<file path="src/rtl/difftest_commit_queue.sv">
// Retire buffer between WB and difftest: FIFO of retire events drained into a shadow register file.
// Optional halt-on-ebreak reporting is built when DIFF_TRAP_EN is defined.
module difftest_commit_queue #(
    parameter int DEPTH = 4,
    parameter int CNT_W = 64
) (
    input  logic                     clock,
    input  logic                     reset_n,
    input  logic                     in_valid,
    output logic                     in_ready,
    input  logic [31:0]              in_pc,
    input  logic [31:0]              in_inst,
    input  logic                     in_wen,
    input  logic [4:0]               in_rd,
    input  logic [31:0]              in_wdata,
    input  logic                     drain_en,
    output logic                     wb_commit,
    output logic [31:0]              commit_pc,
    output logic [1023:0]            s_regs_flat,
    output logic [CNT_W-1:0]         instret,
    output logic [$clog2(DEPTH):0]   q_count
`ifdef DIFF_TRAP_EN
    ,
    output logic                     halt,
    output logic [31:0]              halt_code
`endif
);

    localparam int PW = $clog2(DEPTH);
    localparam logic [PW:0]      PTR_ONE = (PW+1)'(1);
    localparam logic [CNT_W-1:0] CNT_ONE = CNT_W'(1);

    logic [PW:0]      wr_ptr_q, wr_ptr_d, rd_ptr_q, rd_ptr_d;
    logic [31:0]      pc_mem    [DEPTH];
    logic             wen_mem   [DEPTH];
    logic [4:0]       rd_mem    [DEPTH];
    logic [31:0]      wdata_mem [DEPTH];
    logic [31:0]      regs_q    [1:31];
    logic [31:0]      regs_d    [1:31];
    logic             wb_commit_q, wb_commit_d;
    logic [31:0]      commit_pc_q, commit_pc_d;
    logic [CNT_W-1:0] instret_q, instret_d;

    logic          full, empty, stop, enq, deq;
    logic [PW-1:0] head_idx, tail_idx;

    // Extra pointer MSB separates full (MSBs differ) from empty (pointers equal).
    assign full     = (wr_ptr_q[PW] != rd_ptr_q[PW]) && (wr_ptr_q[PW-1:0] == rd_ptr_q[PW-1:0]);
    assign empty    = (wr_ptr_q == rd_ptr_q);
    assign head_idx = rd_ptr_q[PW-1:0];
    assign tail_idx = wr_ptr_q[PW-1:0];
    assign in_ready = !full && !stop;
    assign enq      = in_valid && in_ready;
    assign deq      = !empty && drain_en && !stop;

`ifdef DIFF_TRAP_EN
    logic [31:0] inst_mem [DEPTH];
    logic        pend_q, pend_d, halt_q, halt_d;
    logic [31:0] halt_code_q, halt_code_d;

    // Queue freezes as soon as ebreak retires; halt reports one cycle after its commit pulse.
    assign stop = pend_q || halt_q;

    always_comb begin
        pend_d      = pend_q || (deq && (inst_mem[head_idx] == 32'h0010_0073));
        halt_d      = halt_q || pend_q;
        halt_code_d = halt_code_q;
        if (pend_q && !halt_q) halt_code_d = regs_q[10];
    end

    always_ff @(posedge clock or negedge reset_n) begin
        if (!reset_n) begin
            pend_q      <= 1'b0;
            halt_q      <= 1'b0;
            halt_code_q <= '0;
        end else begin
            pend_q      <= pend_d;
            halt_q      <= halt_d;
            halt_code_q <= halt_code_d;
        end
    end

    always_ff @(posedge clock) begin
        if (enq) inst_mem[tail_idx] <= in_inst;
    end

    assign halt      = halt_q;
    assign halt_code = halt_code_q;
`else
    logic unused_inst;
    assign stop        = 1'b0;
    assign unused_inst = ^in_inst;
`endif

    always_comb begin
        wr_ptr_d    = wr_ptr_q;
        rd_ptr_d    = rd_ptr_q;
        wb_commit_d = deq;
        commit_pc_d = commit_pc_q;
        instret_d   = instret_q;
        regs_d      = regs_q;
        if (enq) wr_ptr_d = wr_ptr_q + PTR_ONE;
        if (deq) begin
            rd_ptr_d    = rd_ptr_q + PTR_ONE;
            commit_pc_d = pc_mem[head_idx];
            instret_d   = instret_q + CNT_ONE;
            if (wen_mem[head_idx] && (rd_mem[head_idx] != 5'd0))
                regs_d[rd_mem[head_idx]] = wdata_mem[head_idx];
        end
    end

    always_ff @(posedge clock or negedge reset_n) begin
        if (!reset_n) begin
            wr_ptr_q    <= '0;
            rd_ptr_q    <= '0;
            wb_commit_q <= 1'b0;
            commit_pc_q <= '0;
            instret_q   <= '0;
            for (int i = 1; i < 32; i++) regs_q[i] <= '0;
        end else begin
            wr_ptr_q    <= wr_ptr_d;
            rd_ptr_q    <= rd_ptr_d;
            wb_commit_q <= wb_commit_d;
            commit_pc_q <= commit_pc_d;
            instret_q   <= instret_d;
            for (int i = 1; i < 32; i++) regs_q[i] <= regs_d[i];
        end
    end

    // Payload storage needs no reset: only slots between the pointers are ever read.
    always_ff @(posedge clock) begin
        if (enq) begin
            pc_mem[tail_idx]    <= in_pc;
            wen_mem[tail_idx]   <= in_wen;
            rd_mem[tail_idx]    <= in_rd;
            wdata_mem[tail_idx] <= in_wdata;
        end
    end

    always_comb begin
        s_regs_flat = '0;
        for (int i = 1; i < 32; i++) s_regs_flat[32*i +: 32] = regs_q[i];
    end

    assign wb_commit = wb_commit_q;
    assign commit_pc = commit_pc_q;
    assign instret   = instret_q;
    assign q_count   = wr_ptr_q - rd_ptr_q;

endmodule

</file>
<file path="config.mk">
export PLATFORM = sky130hd
export DESIGN_NAME = difftest_commit_queue
export DESIGN_NICKNAME = d
export VERILOG_FILES = /design/src/rtl/difftest_commit_queue.sv
export SDC_FILE = /design/constraint.sdc
export NUM_CORES = 2
export LEC_CHECK = 0
export CAP_MARGIN = 20
export CORE_AREA = 10 10 469 471
export CTS_CLUSTER_DIAMETER = 30
export DETAILED_ROUTE_END_ITERATION = 16
export DIE_AREA = 0 0 479 481
export PLACE_DENSITY = 0.46
export SLEW_MARGIN = 25
export SYNTH_ARGS = -nofsm -noshare
export SYNTH_HDL_FRONTEND = slang
export SYNTH_SLANG_ARGS = --single-unit
</file>
<file path="constraint.sdc">
create_clock -name clock -period 4.75 [get_ports clock]
set_input_delay 0.7125 -clock clock [delete_from_list [all_inputs] [get_ports clock]]
set_output_delay 0.7125 -clock clock [all_outputs]
set_load 0.05 [all_outputs]
</file>
### Word level (Yosys, flattened, before mapping)

Memory sizes are Yosys's and may differ from the RTL's. A register that Yosys moved wholly into a read port is not among the register bits.
Index checks and enable logic that the tools add are counted.
Widths: inputs -> output; s select.

| word-level totals | value |
|---|---|
| RAM bits | 280 |
| register bits after elaboration | 1063 |
| memories kept | 4 |
| output and inout port bits | 1125 |

| cells by class | value |
|---|---|
| order comparisons | 2 |
| eq/ne operators | 3 |
| multiplexer cells | 5 |
| bitwise operators | 1 |
| reductions and logical operators | 10 |
| add/subtract/negate cells | 4 |

Memory list:

| name | words | width | read ports | clocked after Yosys merged registers in | write ports | line | text |
|---|---|---|---|---|---|---|---|
| pc_mem | 4 | 32 | 1 | 1 | 1 | 34 | `logic [31:0] pc_mem [DEPTH];` |
| wdata_mem | 4 | 32 | 1 | 0 | 1 | 37 | `logic [31:0] wdata_mem [DEPTH];` |
| rd_mem | 4 | 5 | 1 | 0 | 1 | 36 | `logic [4:0] rd_mem [DEPTH];` |
| wen_mem | 4 | 1 | 1 | 0 | 1 | 35 | `logic wen_mem [DEPTH];` |

Operator list:

| cell | number |
|---|---|
| $bwmux 992 | 1 |
| $demux 32 s5 | 1 |
| $add 64x1->64 const B | 1 |
| $mux 32 | 1 |
| $add 3x1->3 const B | 2 |
| $ge 6x6->1 const B | 1 |
| $lt 6x1->1 const B | 1 |
| $not 5->6 | 1 |
| $logic_and 1x1->1 | 5 |
| $reduce_bool 5->1 | 1 |
| $eq 3x3->1 | 1 |
| $logic_not 1->1 | 3 |
| $sub 3x3->3 | 1 |
| $eq 2x2->1 | 1 |
| $mux 1 | 2 |
| $reduce_and 2->1 | 1 |
| $ne 1x1->1 | 1 |

### Depth between registers and ports, before layout

An unclocked memory read counts as a cell.

| depth | value |
|---|---|
| depth after elaboration | 7 |
| mapped depth | 13 |
| mapped depth without buffers | 7 |

### Worst setup path after synthesis

No wires, ideal clock.

| timing path | value |
|---|---|
| path type | register -> register |
| start point | reg rd_ptr_q[1] |
| end point | mem pc_mem[3][0] (enable) |
| arrival | 4.015 ns |
| period minus slack after synthesis | 4.453 ns |
| buffers on the path | 3 |
| library setup time | 0.438 ns |
| required time | 4.312 ns |
| cell stages (with the launch flop) | 9 |
| path slack | 0.297 ns |
| cells stage by stage | dfrtp_1 -> buf_2 -> buf_1 -> buf_1 -> inv_1 -> ha_1 -> and2_1 -> nand2_1 -> and3_1 |

| on the way | value |
|---|---|
| word-level cells in the longest chain between the ends | 6 |

RTL lines:

| element | line | text |
|---|---|---|
| start: declaration | 33 | `logic [PW:0] wr_ptr_q, wr_ptr_d, rd_ptr_q, rd_ptr_d;` |
| start signal: assignment | 122 | `rd_ptr_q <= rd_ptr_d;` |
| $eq 2x2->1 | 48 | `assign full = (wr_ptr_q[PW] != rd_ptr_q[PW]) && (wr_ptr_q[PW-1:0] == rd_ptr_q[PW-1:0]);` |
| $logic_and 1x1->1 | 48 |  |
| $logic_not 1->1 | 52 | `assign in_ready = !full && !stop;` |
| named net in_ready | 10 | `output logic in_ready,` |
| $logic_and 1x1->1 | 53 | `assign enq = in_valid && in_ready;` |
| $mux 1 | 132 | `if (enq) begin` |
| $mux 1 (implied by the code) | 133 | `pc_mem[tail_idx] <= in_pc;` |
| end: declaration | 34 |  |

The timed path passes the listed nets, and every way through them passes these cells.

### Final worst setup path

| timing path | value |
|---|---|
| start point | reg rd_ptr_q[1] |
| end point | out in_ready |

| on the way | value |
|---|---|
| word-level cells in the longest chain between the ends | 3 |

RTL lines:

| element | line |
|---|---|
| $eq 2x2->1 | 48 |
| $logic_and 1x1->1 | 48 |
| $logic_not 1->1 | 52 |
| end: declaration | 10 |

Every way passes these cells.

==> results.cfg <==
[placement]
io_buffers = 1166
placed_area_sq_um = 67360
place_hpwl_microns = 148300
gp_congestion = 0.7673

[floorplan]
die_w_microns = 479
die_area_sq_um = 230400
core_area_sq_um = 210800
start_util_pct = 24.75
die_h_microns = 481
fp-row-count = 169
ios = 1231

[clock_tree]
cts.clk_slew.worst_paths_ns = 0.04
cts_resized = 0
cts.sinks = 1375
cts.htree.levels = 5
clk_latency_ns = 0.94
cts_buffer_depth = 4
cts_buffers = 383
clockRootBuffer = clkbuf_16
cts_tree = yes

[final_layout]
design_area_sq_um = 80110
nets = 4561
area_growth_syn_to_layout_pct = 53.50
fillCellCount = 19980
drive_above_1_share_pct = 37.02

[critical_path]
critical_path_required_ns = 4.04
cp_cell_sequence = inv_1, ha_1, and2_1, nand2_1, clkdlybuf4s50_1
cp.buffers_inverters = 2
crit_path_max_fanout = 23
cpLargestDelayFamily = buffers and inverters
reg2regPathDepth = 7
ff2ff_setup_slack_ns = 1.19
slowest_stage = clkdlybuf4s50_1
end_kind = output port
crit_path_max_incr_delay_ns = 0.95
crit_type = flip-flop to output port
cp.arrival_ns = 3.35
reg2reg_to = s_regs_flat[997]$_DFFE_PN0P_
cp-start-kind = flip-flop
r2r-start = rd_ptr_q[1]$_DFFE_PN0P_

[synthesis]
syn_avg_cell_area_sq_um = 17.23
synth_top_family_by_area = multiplexers
synth_xor_area_share_pct = 1.175
syn_area_sq_um = 52190
synth_cell_types = 39
yosysWarningCount = 0
synth_ff_type = dfrtp_1
synth_mux_area_share_pct = 25.31
ys_seq_area_share_pct = 68.62
yosys.area.top_type = dfrtp_1
synth_top_area_share_pct = 52.51
synth_compound_area_share_pct = 0.09590
yosys.cell_count.top_type = dfrtp_1
ys_ff_latch = 1375
synth-adder-area-share_pct = 0.2302
synth_common_cells = dfrtp_1, mux2_2, edfxtp_1
synth-simple-area-share_pct = 2.112
syn_inst = 3029
synth_edf_count = 280
synth_area_leaders = dfrtp_1, mux2_2, edfxtp_1
async_flop_share_pct = 79.64

[worst_hold_path]
hold_path_class = input port to asynchronous set/reset pin

[grt]
grtUsageTotal_pct = 18.22
gr-usage-met3_pct = 8.397
top_usage_layer = met2
grt_pass1_wl_microns = 296400
met2_usage_pct = 29.91
use_met1_pct = 21.08
antenna_found_initial = 62
grt_max_degree = 135
grt_overflow = 0
first_global_vias = 35530

[timing]
fin_hold_ws_ns = 0.3435
finalSetupTns_ns = 0
fmax_mhz = 245.9
worst_pin_slew_ns = 1.046
relSlewSlack_pct = 30.26
timing.final.crit_share_pct = 85.61
skew_ns = 0.07766
rsz0062_at_grt = no
setup_viol = 0
period_needed_ns = 4.066
hold_viol = 0
drv_slew = 0

[routing]
detail-route-antenna-nets = 0
vias = 32970
drtPass1Iterations = 4
totalWireLength_microns = 217700
avgRoutedWirePerCell_microns = 28.74
remaining_drc_errors = 0
avgViaCountPerCell = 4.352
drt_iter0_drc = 1638

[flow_run]
maxCapViolations = 0

[outcome]
status = complete, no violations
stage by stage:
step	std cells	setup WS, ns	util [%]
2_1_floorplan	3060	0.2973	-
3_3_place_gp	6881	1.084	31.94
3_5_place_dp	6881	1.099	31.95
4_1_cts	7554	0.5322	37.97
5_1_grt	7562	0.4825	37.98
6_report	7575	0.6836	38.00
state kept, by name, indices dropped and copies added (netlist names):
name / flops
rd_ptr_q: 3
wb_commit: 1
pc_mem: 128
s_regs_flat: 992
instret: 64
wen_mem: 4
commit_pc: 32
wr_ptr_q: 3
wdata_mem: 128
rd_mem: 20
cell usage in the layout (no fill, tap or decap), types with 34 or more instances in the layout:
| cell | synthesis | layout |
|---|---|---|
| clkdlybuf4s50_1 | 0 | 1165 |
| dfrtp_1 | 1095 | 1093 |
| mux2_2 | 946 | 946 |
| clkbuf_16 | 0 | 387 |
| edfxtp_1 | 280 | 280 |
| clkbuf_1 | 101 | 83 |
| clkbuf_8 | 0 | 71 |
| clkinv_2 | 0 | 67 |
| mux4_2 | 70 | 65 |
| buf_4 | 41 | 58 |
| mux2_1 | 47 | 47 |
| nand2_1 | 57 | 44 |
| bufinv_16 | 0 | 37 |
| xnor2_1 | 36 | 36 |
| xor2_1 | 34 | 34 |
layout make-up:
class	count	area, sq um	area share [%]
Antenna cell	21	52.55	0.06560
Timing Repair Buffer	1246	12540	15.66
Inverter	14	52.55	0.06560
Sequential cell	1375	35820	44.71
Clock inverter	131	1712	2.137
Multi-Input combinational cell	1426	15430	19.26
Clock buffer	541	10970	13.70
Tap cell	2821	3530	4.406
how the worst max path moves through the flow:
stage,startpoint,to,slack [ns],depth (start not counted)
finish,rd_ptr_q[1]$_DFFE_PN0P_,in_ready,0.68,5
global route,rd_ptr_q[1]$_DFFE_PN0P_,in_ready,0.48,5
detailed placement,drain_en,s_regs_flat[963]$_DFFE_PN0P_,1.10,6
CTS,rd_ptr_q[1]$_DFFE_PN0P_,in_ready,0.53,5
global placement,rd_ptr_q[1]$_DFFE_PN0P_,s_regs_flat[982]$_DFFE_PN0P_,1.08,8
floorplan,rd_ptr_q[1]$_DFFE_PN0P_,pc_mem[3][0]$_DFFE_PP_,0.30,8
cells by family (layout without fill, tap and decap cells):
kind of cell / count (synthesis) / count (layout)
compound gates: 8 / 8
xor+xnor: 70 / 70
fa+ha+maj: 9 / 9
buf+inv: 259 / 1932
flops: 1375 / 1375
mux: 1093 / 1093
other cells: 1 / 53
simple gates: 214 / 214
repair_timing:
item,in CTS,in global routing
hold buffers,1,0
buffers inserted,0,0
hold endpoints to repair,31,0
layer usage:
metal / part of all wire (%) / wire length [microns]
met5: 0.083 / 181
met2: 48 / 104100
met1: 39 / 84760
met4: 2.9 / 6224
met3: 10 / 22450
Power is left out: the tool's default activity adds up to more than one toggle a clock period on the data nets, which glitch-free logic cannot reach.
